$ cat src/rtl/booth2_code_serializer.sv
// Radix-4 Booth encoder for the multiplier operand: captures B and emits its
// WIDTH/2 overlapping 3-bit codes LSB group first, one per code handshake.
module booth2_code_serializer #(
  parameter int WIDTH = 16,
  localparam int NCODE = WIDTH / 2,
  localparam int IDXW = (NCODE > 1) ? $clog2(NCODE) : 1
) (
  input  logic             clk,
  input  logic             rst,
  input  logic             in_valid,
  output logic             in_ready,
  input  logic [WIDTH-1:0] B,
  output logic             code_valid,
  input  logic             code_ready,
  output logic [2:0]       code,
  output logic [IDXW-1:0]  code_idx,
  output logic             code_last,
  output logic             code_neg,
  output logic             code_zero
);

  typedef enum logic {
    IDLE,
    EMIT
  } state_t;

  localparam logic [IDXW-1:0] LAST_IDX = IDXW'(NCODE - 1);

  state_t          state;
  state_t          state_nxt;
  logic [WIDTH:0]  sreg;
  logic [WIDTH:0]  sreg_nxt;
  logic [IDXW-1:0] idx;
  logic [IDXW-1:0] idx_nxt;
  logic            at_last;

  assign at_last = (idx == LAST_IDX);

  always_ff @(posedge clk) begin
    if (rst) begin
      state <= IDLE;
      sreg  <= '0;
      idx   <= '0;
    end else begin
      state <= state_nxt;
      sreg  <= sreg_nxt;
      idx   <= idx_nxt;
    end
  end

  always_comb begin
    state_nxt = state;
    sreg_nxt  = sreg;
    idx_nxt   = idx;
    case (state)
      IDLE: begin
        if (in_valid) begin
          // Appended zero is the implicit b[-1] of the first group.
          sreg_nxt  = {B, 1'b0};
          idx_nxt   = '0;
          state_nxt = EMIT;
        end
      end
      EMIT: begin
        if (code_ready) begin
          if (at_last) begin
            state_nxt = IDLE;
          end else begin
            sreg_nxt = {sreg[WIDTH], sreg[WIDTH], sreg[WIDTH:2]};
            idx_nxt  = idx + IDXW'(1);
          end
        end
      end
      default: state_nxt = IDLE;
    endcase
  end

  assign in_ready   = (state == IDLE);
  assign code_valid = (state == EMIT);
  assign code       = sreg[2:0];
  assign code_idx   = idx;
  assign code_last  = (state == EMIT) && at_last;
  assign code_neg   = code[2] & ~(code[1] & code[0]);
  assign code_zero  = (code == 3'b000) | (code == 3'b111);

endmodule

$ cat config.mk
export PLATFORM = sky130hd
export DESIGN_NAME = booth2_code_serializer
export DESIGN_NICKNAME = d
export VERILOG_FILES = /design/src/rtl/booth2_code_serializer.sv
export SDC_FILE = /design/constraint.sdc
export NUM_CORES = 1
export LEC_CHECK = 0
export CAP_MARGIN = 20
export CELL_PAD_IN_SITES_DETAIL_PLACEMENT = 0
export CELL_PAD_IN_SITES_GLOBAL_PLACEMENT = 1
export CORE_UTILIZATION = 35
export CTS_CLUSTER_SIZE = 24
export DETAILED_ROUTE_END_ITERATION = 10
export PLACE_DENSITY_LB_ADDON = 0.1
export SYNTH_ARGS = -nofsm -noshare
export SYNTH_HDL_FRONTEND = slang
export SYNTH_SLANG_ARGS = --single-unit
$ cat constraint.sdc
create_clock -name clk -period 5.05 [get_ports clk]
set_clock_uncertainty 0.05 [all_clocks]
set_input_delay 1.01 -clock clk [delete_from_list [all_inputs] [get_ports clk]]
set_output_delay 1.01 -clock clk [all_outputs]
set_load 0.02 [all_outputs]
==> out/results.txt <==
top_reg_cell synth -> dfxtp_1
grt peak-use layer -> met2
ys async rst share -> 0%
total track usage -> 13.93%
core area -> 2805 µm²
drt drc -> 6
total power -> 356.2 µW
Multi-input gate area -> 538.0 µm²
synthesized area per cell -> 10.55 µm²
count of cell types in the netlist -> 23
Seq cells post-synth -> 21
Worst Reg-to-Reg Cells -> 3
Internal -> 255.9 µW
fillcell total -> 285
diode count -> 0
post-cts hold buffer count -> 0
Initial Util -> 37.60%
max cap viols -> 0
Synth Instances -> 100
I/O pins -> 31
slew at the pin with the worst max-slew slack -> 1050 ps
Comb pwr share -> 23.4%
fin crit period -> 3264 ps
H-tree levels -> 1
Seq/Total Area, Yosys -> 39.86%
setup slack, reg-to-reg -> 2290 ps
crit path capture type -> output port
RSZ-0062 raised after global routing -> no
CTS max path bufs -> 2
worst-skew pair later-pin latency -> 300 ps
total gr overflow -> 0
Worst VDD drop -> 0.1744 mV
final worst path period share -> 64.63%
reported net switching power -> 100.3 µW
outcome -> finished, violations left
hold slack -> 472.5 ps
sw frac -> 28.17%
CTS root buffer -> clkbuf_4
total negative setup slack -> 0 ps
PostCTS Resize Cnt -> 0
Synth area leaders -> dfxtp_1 (40%), mux2i_1 (15%), a211oi_2 (12%), nor3_1 (7.6%), a211oi_1 (4.3%)
M2 GR Usage -> 22.69%
final HPWL from detailed placement -> 1356 µm
synth warn -> 0
origin of the worst min-delay path -> code_idx[1]
FF-to-FF End -> sreg[5]
final non-filler cell total -> 152
FP Rows -> 19
hold path endpoint -> code_idx[1]
Yosys top cell area share -> 39.86%
Routed WL -> 2017 µm
Vias -> 800
Yosys top cell by area -> dfxtp_1
critical path class -> reg -> out
1st-pass router iterations -> 7
startpoint types -> flip-flop
PwrDens -> 268.3 nW/µm²
Max-slew headroom -> 29.93%
DRT iter0 DRCs -> 21
number of flops mapped to enable cells by yosys -> 0
# nets final -> 144
area delta synth->final -> 25.86%
violated checks -> DRC
Clk pwr share -> 22.7%
clk sinks -> 21
CTS buffer count -> 3
Data required, critical path -> 3990 ps
post-synth net total -> 122
number of global-route vias before repair -> 794
layout cells sized above 1 -> 11.57%
Seq pwr share -> 53.8%
Hold Vio Cnt, Final -> 0
Vert. Die Dim -> 56.90 µm
Post CTS Setup Buffer Count -> 0
grt met1 use -> 17.92%
Chip Width -> 56.90 µm
placed cell count -> 148
CTS tree -> done
initial antenna violation count -> 0
reg2reg start -> code_valid
CP Max Fanout -> 21
Worst-path clk slew -> 110 ps
first-pass GRT wire length -> 3532 µm
IO buf count -> 30
worst hold path depth -> 1
Hold WC Path Type -> reg -> reg
P_leak -> 0.0004899 µW
Crit path arrival time -> 2200 ps
largest net degree at the start of global routing -> 22
sequential cell area -> 420.4 µm²
Post-Syn Area -> 1055 µm²
number of max-slew violations in the final report -> 0
final setup fails -> 0
Die Area -> 3237 µm²
Achievable Freq -> 306.4 MHz
Final ANT Viol Nets -> 0
Placer Congestion -> 0.6669
Via density -> 5.263
WL/cell -> 13.27 µm
GRT met3 Usage -> 4.378%
state kept, by name, summed over array words and instances (netlist names):
| register | flops |
|---|---|
| code_idx | 3 |
| sreg | 17 |
| code_valid | 1 |
metrics by stage:
stage / cell area (µm²) / util (%) / worst slack [ps]
finish: 1328 / 47.32 / 1786
global placement: 1301 / 46.39 / 1959
floorplan: 1055 / - / 2959
CTS: 1328 / 47.32 / 1764
detailed placement: 1301 / 46.39 / 1932
global route: 1328 / 47.32 / 1659
power groups by stage:
stage / Clock, µW / Combinational (µW) / Sequential, µW
final: 81.0 / 83.5 / 192
after global routing: 94.2 / 91.4 / 194
after CTS: 86.2 / 84.6 / 192
after detailed placement: 0 / 84.3 / 196
after global placement: 0 / 83.7 / 196
after floorplan: 0 / 62.9 / 191
logic make-up after synthesis:
logic type / Yosys count / synth area share (%)
adders and majority gates: 2 / 2.372
muxes: 17 / 16.25
AOI/OAI and AO/OA: 20 / 19.34
and+or+nand+nor: 26 / 13.05
DFF: 21 / 39.86
buffers and inverters: 14 / 9.133
worst max-delay path by stage:
| stage | depth (start not counted) | end | startpoint |
|---|---|---|---|
| floorplan | 6 | sreg[10] | in_valid |
| global placement | 4 | sreg[1] | code_ready |
| detailed placement | 4 | sreg[5] | code_ready |
| CTS | 2 | code_last | code_valid |
| global route | 2 | code_last | code_valid |
| finish | 2 | code_last | code_valid |
area by class of cell:
cell class                 instances  share of cell area, %
inverter                           1                 0.2828
sequential                        21                  31.67
timing repair buffer              30                  22.62
clock buffer                       4                  1.979
multi-input combinational         65                  40.53
tap                               31                  2.922
critical path, cell delays in order (launching register included):
cell and delay (ps):
dfxtp_1 1030, and2_1 260, clkdlybuf4s50_1 610
metal layers:
metal	vias to the layer above	wire length (µm)
met5	-	0
met4	0	17
met3	2	113
met2	22	950
met1	366	936
li1	410	-
cells in the final DEF, fill, tap and decap left out:
master / instances
and3b_1: 1
nor2_1: 2
ha_1: 2
nand2_1: 1
and2_1: 1
nor3_1: 16
a21boi_0: 1
clkbuf_1: 1
mux2_2: 1
dfxtp_1: 21
nor2b_1: 1
a211oi_1: 6
a211oi_2: 10
nand3_1: 1
clkdlybuf4s50_1: 30
inv_1: 1
clkbuf_4: 3
and2b_1: 1
or3_1: 1
mux2i_1: 16
or2_1: 1
a22o_1: 3
cells in the mapped netlist (2+ instances only):
library cell   n
nor3_1        16
nor2_1         2
mux2i_1       16
dfxtp_1       21
buf_2          2
a211oi_1       6
buf_6          4
clkbuf_1       4
a22o_1         3
ha_1           2
buf_4          3
a211oi_2      10
Power figures use the tool's default switching activity.
